[src/rtl/indicator_driver_pkg.sv]
// Shared definitions for the indicator LED driver: mode encodings, FSM state
// encoding, and clock-derived timing defaults.
package indicator_driver_pkg;

    // System clock and human-visible timing defaults
    localparam int unsigned CLK_HZ            = 12_000_000;
    localparam int unsigned PULSE_MS          = 100;
    localparam int unsigned BLINK_MS          = 250;
    localparam int unsigned PULSE_CYCLES_DFLT = (CLK_HZ / 1000) * PULSE_MS;
    localparam int unsigned BLINK_HALF_DFLT   = (CLK_HZ / 1000) * BLINK_MS;
    localparam int unsigned CNT_W_DFLT        = 22;

    // Steady-state mode request driven by the parking-lot controller
    localparam int unsigned MODE_W = 2;
    typedef logic [MODE_W-1:0] mode_t;

    localparam mode_t MODE_OFF   = 2'b00;
    localparam mode_t MODE_ON    = 2'b01;
    localparam mode_t MODE_BLINK = 2'b10;

    typedef enum logic [2:0] {
        ST_IDLE     = 3'd0,
        ST_ON       = 3'd1,
        ST_BLINK_HI = 3'd2,
        ST_BLINK_LO = 3'd3,
        ST_PULSE    = 3'd4
    } state_e;

    // Entry state for a mode; reserved encoding behaves as OFF
    function automatic state_e mode_target(input mode_t m);
        state_e s;
        case (m)
            MODE_ON:    s = ST_ON;
            MODE_BLINK: s = ST_BLINK_HI;
            default:    s = ST_IDLE;
        endcase
        return s;
    endfunction

    // True when a steady state already serves the requested target
    function automatic logic state_matches(input state_e s, input state_e tgt);
        logic m;
        if (tgt == ST_BLINK_HI) m = (s == ST_BLINK_HI) || (s == ST_BLINK_LO);
        else                    m = (s == tgt);
        return m;
    endfunction

endpackage

[src/rtl/indicator_driver_if.sv]
// Controller <-> indicator driver connection.
//   mode : steady-state request (OFF/ON/BLINK), controller -> driver
//   trig : one-shot pulse request, controller -> driver
//   led  : registered LED drive, driver -> pad/controller
//   busy : stretched pulse in progress, driver -> controller
interface indicator_driver_if;
    indicator_driver_pkg::mode_t mode;
    logic                        trig;
    logic                        led;
    logic                        busy;

    modport master (output mode, output trig, input  led,  input  busy);
    modport slave  (input  mode, input  trig, output led,  output busy);
endinterface

[src/rtl/indicator_driver.sv]
// Converts single-clock controller events and mode levels into LED drive:
// steady on/off, 50% blink, or a retriggerable stretched pulse.
// Ports:
//   clk   : system clock
//   rst_n : asynchronous active-low reset
//   ind   : slave side of indicator_driver_if (mode, trig in; led, busy out)
module indicator_driver
    import indicator_driver_pkg::*;
#(
    parameter int unsigned PULSE_CYCLES = PULSE_CYCLES_DFLT,
    parameter int unsigned BLINK_HALF   = BLINK_HALF_DFLT,
    parameter int unsigned CNT_W        = CNT_W_DFLT
) (
    input  logic               clk,
    input  logic               rst_n,
    indicator_driver_if.slave  ind
);

    localparam logic [CNT_W-1:0] PULSE_LAST = CNT_W'(PULSE_CYCLES - 1);
    localparam logic [CNT_W-1:0] BLINK_LAST = CNT_W'(BLINK_HALF - 1);
    localparam logic [CNT_W-1:0] CNT_ONE    = CNT_W'(1);

    state_e           state_q, state_d;
    logic [CNT_W-1:0] cnt_q,   cnt_d;
    logic             led_q,   led_d;
    logic             busy_q,  busy_d;
    state_e           tgt;

    // State, shared counter and registered output decodes
    always_ff @(posedge clk or negedge rst_n) begin
        if (!rst_n) begin
            state_q <= ST_IDLE;
            cnt_q   <= '0;
            led_q   <= 1'b0;
            busy_q  <= 1'b0;
        end else begin
            state_q <= state_d;
            cnt_q   <= cnt_d;
            led_q   <= led_d;
            busy_q  <= busy_d;
        end
    end

    // Next state / counter; outputs decode the next state so they line up
    // with the state register
    always_comb begin
        state_d = state_q;
        cnt_d   = cnt_q;
        tgt     = mode_target(ind.mode);

        if (ind.trig) begin
            // Any trigger (re)starts a full pulse window
            state_d = ST_PULSE;
            cnt_d   = '0;
        end else begin
            case (state_q)
                ST_PULSE: begin
                    // Mode is only consulted when the pulse expires
                    if (cnt_q == PULSE_LAST) begin
                        state_d = tgt;
                        cnt_d   = '0;
                    end else begin
                        cnt_d = cnt_q + CNT_ONE;
                    end
                end
                default: begin
                    if (!state_matches(state_q, tgt)) begin
                        state_d = tgt;
                        cnt_d   = '0;
                    end else if (state_q == ST_BLINK_HI || state_q == ST_BLINK_LO) begin
                        if (cnt_q == BLINK_LAST) begin
                            state_d = (state_q == ST_BLINK_HI) ? ST_BLINK_LO : ST_BLINK_HI;
                            cnt_d   = '0;
                        end else begin
                            cnt_d = cnt_q + CNT_ONE;
                        end
                    end else begin
                        cnt_d = '0;
                    end
                end
            endcase
        end

        led_d  = (state_d == ST_ON) || (state_d == ST_BLINK_HI) || (state_d == ST_PULSE);
        busy_d = (state_d == ST_PULSE);
    end

    assign ind.led  = led_q;
    assign ind.busy = busy_q;

endmodule

[src/flat_wrapper.sv]
// flat-port wrapper written by rule: the top's interface ports become plain ports
module indicator_driver_flat import indicator_driver_pkg::*;
#(
    parameter int unsigned PULSE_CYCLES = PULSE_CYCLES_DFLT,
    parameter int unsigned BLINK_HALF   = BLINK_HALF_DFLT,
    parameter int unsigned CNT_W        = CNT_W_DFLT
)
  (clk, rst_n, ind_mode, ind_trig, ind_led, ind_busy);
  indicator_driver_if ind_i ();
  input  logic clk;
  input  logic rst_n;
  input wire logic [$bits(ind_i.mode)-1:0] ind_mode;
  input wire logic [$bits(ind_i.trig)-1:0] ind_trig;
  output wire logic [$bits(ind_i.led)-1:0] ind_led;
  output wire logic [$bits(ind_i.busy)-1:0] ind_busy;
  assign ind_i.mode = ind_mode;
  assign ind_i.trig = ind_trig;
  assign ind_led = ind_i.led;
  assign ind_busy = ind_i.busy;
  indicator_driver #(.PULSE_CYCLES(PULSE_CYCLES), .BLINK_HALF(BLINK_HALF), .CNT_W(CNT_W)) u_core (.clk(clk), .rst_n(rst_n), .ind(ind_i));
endmodule
[config.mk]
export PLATFORM = sky130hd
export DESIGN_NAME = indicator_driver_flat
export DESIGN_NICKNAME = d
export VERILOG_FILES = /design/src/rtl/indicator_driver_pkg.sv /design/src/rtl/indicator_driver_if.sv /design/src/rtl/indicator_driver.sv /design/src/flat_wrapper.sv
export SDC_FILE = /design/constraint.sdc
export NUM_CORES = 1
export LEC_CHECK = 0
export ABC_CLOCK_PERIOD_IN_PS = 2300
export CAP_MARGIN = 20
export CORE_MARGIN = 2
export CORE_UTILIZATION = 55
export DETAILED_ROUTE_END_ITERATION = 6
export PLACE_DENSITY_LB_ADDON = 0.25
export REMOVE_ABC_BUFFERS = 1
export SLEW_MARGIN = 10
export SYNTH_ARGS = -nofsm -noshare
export SYNTH_HDL_FRONTEND = slang
export SYNTH_SLANG_ARGS = --single-unit
[constraint.sdc]
create_clock -name clk -period 2.3 [get_ports clk]
set_input_delay 0.575 -clock clk [delete_from_list [all_inputs] [get_ports clk]]
set_output_delay 0.575 -clock clk [all_outputs]
set_load 0.1 [all_outputs]
==> impl_metrics.yaml, run 1 <==
drt:
  vias: 1028
  antenna_left: 0
  wirelength_um: 2680
  drcViolationCount: 0
  post_drt_wl_per_cell_um: 15.1
  drt_iter0_markers: 36
  firstDrtPassIters: 4
  routed_via_density: 5.78
cts:
  cts_buffer_depth: 2
  cts_sinks: 27
  clkTransAtPathRegs_ns: 0.15
  h-tree-depth: 1
  cts-root-buf: "clkbuf_4"
  post_cts_buffers: 0
  cts_hold_buffers: 0
  cts-resized-gates: 0
  cts_tree: "done"
  insertion_delay_ns: 0.33
  numCtsBuffers: 3
global_routing:
  grt_overflow: 0
  grt_pass1_vias: 1052
  antenna_found_initial: 0
  groute.usage.overall: 0.187
  grt_max_degree: 28
  grt_pass1_wl_um: 4710
cells_and_area:
  area_growth_pct: 7.77
  mostFrequentLayoutCell: "dfrtp_1"
  insertedDiodeCount: 0
  finish.net_count: 154
  drive_gt1_frac: 0.238
  mostFrequentLayoutCells: "27 x dfrtp_1, 18 x nor2_4, 12 x xnor2_1"
power_and_ir_drop:
  p_leak_uw: 0.000623
  p_per_area_nw_per_um2: 454
  peakVddDrop_mv: 0.316
sta:
  rsz0062_at_grt: "false"
  relSlewSlack: 0.689
  slew_viol_final: 0
  period_share: 0.859
  hold_viol: 0
  tns_ns: 0
  skew_ns: 0.00926
  setup_viol: 0
  setup_ws_ns: 0.323
  fin_crit_ns: 1.98
  worst_pin_slew_ns: 0.455
  timing.fmax_ghz: 0.506
die:
  start_util: 0.565
  die_h_um: 56.7
  core_area_sq_um: 2710
  rows: 19
  ios: 7
  die_w_um: 56.7
  dieArea_sq_um: 3220
worst_setup_path:
  cp-end-kind: "flip-flop"
  cp.required_ns: 2.49
  timing.rr.start: "u_core.cnt_q[0]$_DFF_PN0_"
  cp-start-kind: "input pin"
  path_max_fanout: 3
  crit_type: "in -> reg"
  cp.arrival_ns: 2.17
  crit_start: "ind_mode[0]"
job:
  drv_cap: 0
logic_synthesis:
  syn-cell-area_sq_um: 1530
  yosysSeqAreaShare: 0.442
  syn_avg_cell_area_sq_um: 11.2
  synth_seq_cells: 27
  synth_warnings: 0
  yosysUniqueCellTypes: 33
  synth_cells: 137
status:
  outcome: "finished, final reports clean"
min_path:
  hp-class: "reg -> reg"
  hold_start: "u_core.cnt_q[0]$_DFF_PN0_"
placement:
  pre_cts_ws_ns: 0.00977
  gp_congestion: 0.780
  hpwlAfterDp_um: 1900
  portBuffers: 6
## cells in the mapped netlist
cell type,instances,area share
nor3_1,6,0.020
nor3b_1,1,0.0049
a21oi_1,2,0.0065
and4_1,2,0.011
ha_1,1,0.0082
nor4_2,1,0.0082
a31oi_1,1,0.0041
a41o_1,1,0.0065
xor2_1,8,0.046
nand4_2,2,0.016
nor4b_1,1,0.0057
a2111oi_0,1,0.0057
dfrtp_1,27,0.44
nand2_1,7,0.017
xnor2_1,12,0.069
nand4_1,2,0.0082
and4b_1,2,0.013
and3_1,2,0.0082
nand2b_1,5,0.020
a21o_2,1,0.0057
buf_6,2,0.015
inv_1,3,0.0074
nor2_1,8,0.020
nand3_1,9,0.029
nor2_2,2,0.0082
nor2_4,18,0.13
and3_4,1,0.0074
nor4bb_1,1,0.0065
and4bb_1,1,0.0082
nand3b_1,2,0.0098
buf_8,1,0.0098
o31ai_2,1,0.0082
nor4_1,3,0.012
## critical path, cell delays in order
cell	delay, ns
clkdlybuf4s50_1	0.42
nand2b_1	0.17
nor3b_1	0.36
o31ai_2	0.14
a2111oi_0	0.50
## power by group
| part | switching (uW) | internal, uW | leakage, uW |
|---|---|---|---|
| clock | 144 | 65.3 | 0.0000177 |
| combinational | 34.4 | 20.3 | 0.000246 |
| sequential | 6.00 | 479 | 0.000359 |
## layer usage
layer,vias up,wire length [um],global-route usage
met2,19,1220,0.284
met1,502,1300,0.256
met3,9,79,0.0300
li1,498,-,-
met5,-,0,0
met4,0,77,0.0963
## cells by family (layout without fill, tap and decap cells)
family                     Yosys count  after routing  share of synthesized area
xor gates and xnor gates            20             20                      0.114
DFF                                 27             27                      0.442
and+or+nand+nor                     76             76                      0.367
adders and majority gates            1              1                    0.00818
buffers and inverters                6             16                     0.0319
AOI/OAI and AO/OA                    7              7                     0.0368
## cell type report
type	instances	area, sq um
fill	232	1060
multi-input combinational	104	806
clock buffer	3	22.5
inverter	3	11.3
clock inverter	1	5.00
timing repair buffer	9	90.1
sequential	27	676
tap	31	38.8
## through the flow
stage               instances   util  hold WS (ns)  power [uW]  instance area [sq um]
global route              178  0.608         0.576         783                   1650
finish                    178  0.608         0.551         749                   1650
global placement          174  0.598         0.530         548                   1620
CTS                       178  0.608         0.550         758                   1650
detailed placement        174  0.598         0.526         550                   1620
floorplan                 134      -         0.279         520                   1490
## state kept, by name (all words and copies together), names as in the netlist
register and flops:
u_core.ind.busy 1, u_core.ind.led 1, u_core.state_q 3, u_core.cnt_q 22
## worst paths after layout
check,to,depth (start not counted),slack (ns)
setup reg to reg,u_core.cnt_q[21]$_DFF_PN0_,6,0.39
hold reg to reg,u_core.cnt_q[0]$_DFF_PN0_,1,0.55
max in group asynchronous,u_core.cnt_q[8]$_DFF_PN0_,2,1.46
setup / recovery,u_core.cnt_q[6]$_DFF_PN0_,5,0.32
min in group asynchronous,u_core.cnt_q[18]$_DFF_PN0_,2,0.58
hold / removal,u_core.cnt_q[0]$_DFF_PN0_,1,0.55
Note: power is estimated with default switching activity, not from simulation.
==> inputs of run 2 (changes only) <==
--- a/config.mk
+++ b/config.mk
@@ -11,2 +11,3 @@
 export CORE_UTILIZATION = 55
+export CTS_CLUSTER_DIAMETER = 120
 export DETAILED_ROUTE_END_ITERATION = 6
==> constraint.sdc (replaced) <==
create_clock -name clk -period 2.3 [get_ports clk]
set_input_delay 0.46 -clock clk [delete_from_list [all_inputs] [get_ports clk]]
set_output_delay 0.46 -clock clk [all_outputs]
set_load 0.1 [all_outputs]
==> impl_metrics.yaml, run 2 (synthesized netlist as in run 1, its figures left out) <==
sta:
  relSlewSlack: 0.707
  skew_ns: 0.00965
  slew_viol_final: 0
  setup_viol: 0
  hold_ws_ns: 0.478
  hold_viol: 0
  timing.fmax_ghz: 0.519
  rsz0062_at_grt: "false"
  tns_ns: 0
  fin_crit_ns: 1.93
  period_share: 0.837
  worst_pin_slew_ns: 0.429
  setup_ws_ns: 0.374
die:
  die_w_um: 56.7
  core_area_sq_um: 2710
  die_h_um: 56.7
  dieArea_sq_um: 3220
  rows: 19
  ios: 7
  start_util: 0.565
status:
  outcome: "finished, final reports clean"
drt:
  routed_via_density: 5.69
  drcViolationCount: 0
  vias: 1007
  wirelength_um: 2460
  antenna_left: 0
  firstDrtPassIters: 4
  post_drt_wl_per_cell_um: 13.9
  drt_iter0_markers: 19
cells_and_area:
  finish.net_count: 153
  drive_gt1_frac: 0.233
  final_core_util: 0.607
  area_growth_pct: 7.44
  final_cell_area_sq_um: 1640
  reg_top3: "u_core.cnt_q: 22 flops, u_core.state_q: 3 flops"
  largest-register: "u_core.cnt_q"
  largest_register_ffs: 22
  insertedDiodeCount: 0
  mostFrequentLayoutCells: "27 x dfrtp_1, 18 x nor2_4, 12 x xnor2_1"
  mostFrequentLayoutCell: "dfrtp_1"
  num-fill-cells: 242
global_routing:
  gr-usage-met3: 0.0230
  busiest_layer: "met2"
  met1_usage: 0.224
  antenna_found_initial: 0
  grt_pass1_vias: 1025
  grt_overflow: 0
  grt_max_degree: 28
  grt_pass1_wl_um: 4340
  met2_usage: 0.282
  groute.usage.overall: 0.172
job:
  drv_cap: 0
power_and_ir_drop:
  clockPowerShare: 0.278
  power_frac_comb: 0.070
  peakVddDrop_mv: 0.342
  p_sw_frac: 0.241
  p_switching_uw: 179
  p_seq_frac: 0.652
  p_leak_uw: 0.000615
  p_per_area_nw_per_um2: 453
  p_int_uw: 565
worst_setup_path:
  path_max_fanout: 21
  cp-end-kind: "flip-flop"
  crit_type: "reg -> reg"
  cp.arrival_ns: 2.15
  cp.required_ns: 2.52
  cp-start-kind: "flip-flop"
placement:
  hpwlAfterDp_um: 1790
  portBuffers: 6
  placed_cell_area_sq_um: 1610
  pre_cts_ws_ns: 0.0688
  gp_congestion: 0.854
cts:
  numCtsBuffers: 3
  clkTransAtPathRegs_ns: 0.15
  post_cts_buffers: 0
  cts-root-buf: "clkbuf_4"
  cts_sinks: 27
  h-tree-depth: 1
  cts-resized-gates: 0
  cts_buffer_depth: 2
  cts_hold_buffers: 0
  insertion_delay_ns: 0.32
  cts_tree: "done"
min_path:
  hp-class: "in -> async"
-- run 2: cell types whose count changed in the layout (fill, tap and decap cells not counted) --
cell        previous run  this run
buf_4                  4         3
clkinvlp_4             0         1
clkinv_2               1         0
-- run 2: critical path: stages (launching register included) --
cell and delay [ns]:
dfrtp_1 0.47, ha_1 0.31, and3_4 0.27, a41o_1 0.25
a21o_2 0.17, buf_12 0.23, nor2_1 0.09
-- run 2: layer usage --
| layer | vias to the layer above | share of wire |
|---|---|---|
| met2 | 24 | 0.48 |
| met3 | 6 | 0.035 |
| met4 | 0 | 0.018 |
| li1 | 496 | - |
| met1 | 481 | 0.46 |
| met5 | - | 0 |
-- run 2: metrics by stage --
step | std cells | total power (uW)
after floorplan | 134 | 520
after global placement | 173 | 546
after detailed placement | 173 | 547
after CTS | 177 | 760
after global routing | 177 | 784
final | 177 | 744
-- run 2: layout make-up --
type / instances / area, sq um / share of cell area
Sequential cell: 27 / 676 / 0.411
Multi-Input combinational cell: 104 / 806 / 0.490
Clock buffer: 3 / 22.5 / 0.0137
Inverter: 3 / 11.3 / 0.00685
Timing Repair Buffer: 8 / 82.6 / 0.0502
Clock inverter: 1 / 7.51 / 0.00457
Tap cell: 31 / 38.8 / 0.0236
-- run 2: path summary, 6_finish.rpt --
path / to / slack [ns] / start / depth (start not counted)
worst min-delay path: u_core.state_q[2]$_DFF_PN0_ / 0.48 / rst_n / 2
min in group clk: u_core.cnt_q[0]$_DFF_PN0_ / 0.55 / u_core.cnt_q[0]$_DFF_PN0_ / 1
worst min register to register: u_core.cnt_q[0]$_DFF_PN0_ / 0.55 / u_core.cnt_q[0]$_DFF_PN0_ / 1
worst max register to register: u_core.cnt_q[21]$_DFF_PN0_ / 0.37 / u_core.cnt_q[0]$_DFF_PN0_ / 6
max in group asynchronous: u_core.cnt_q[9]$_DFF_PN0_ / 1.57 / rst_n / 2
worst max-delay path: u_core.cnt_q[21]$_DFF_PN0_ / 0.37 / u_core.cnt_q[0]$_DFF_PN0_ / 6
-- run 2: power groups by stage --
| stage | clock (uW) | sequential [uW] | combinational (uW) |
|---|---|---|---|
| after floorplan | 0 | 493 | 26.9 |
| after global placement | 0 | 494 | 52.5 |
| after detailed placement | 0 | 494 | 53.5 |
| after CTS | 221 | 485 | 53.7 |
| after global routing | 238 | 486 | 59.5 |
| final | 207 | 485 | 52.2 |
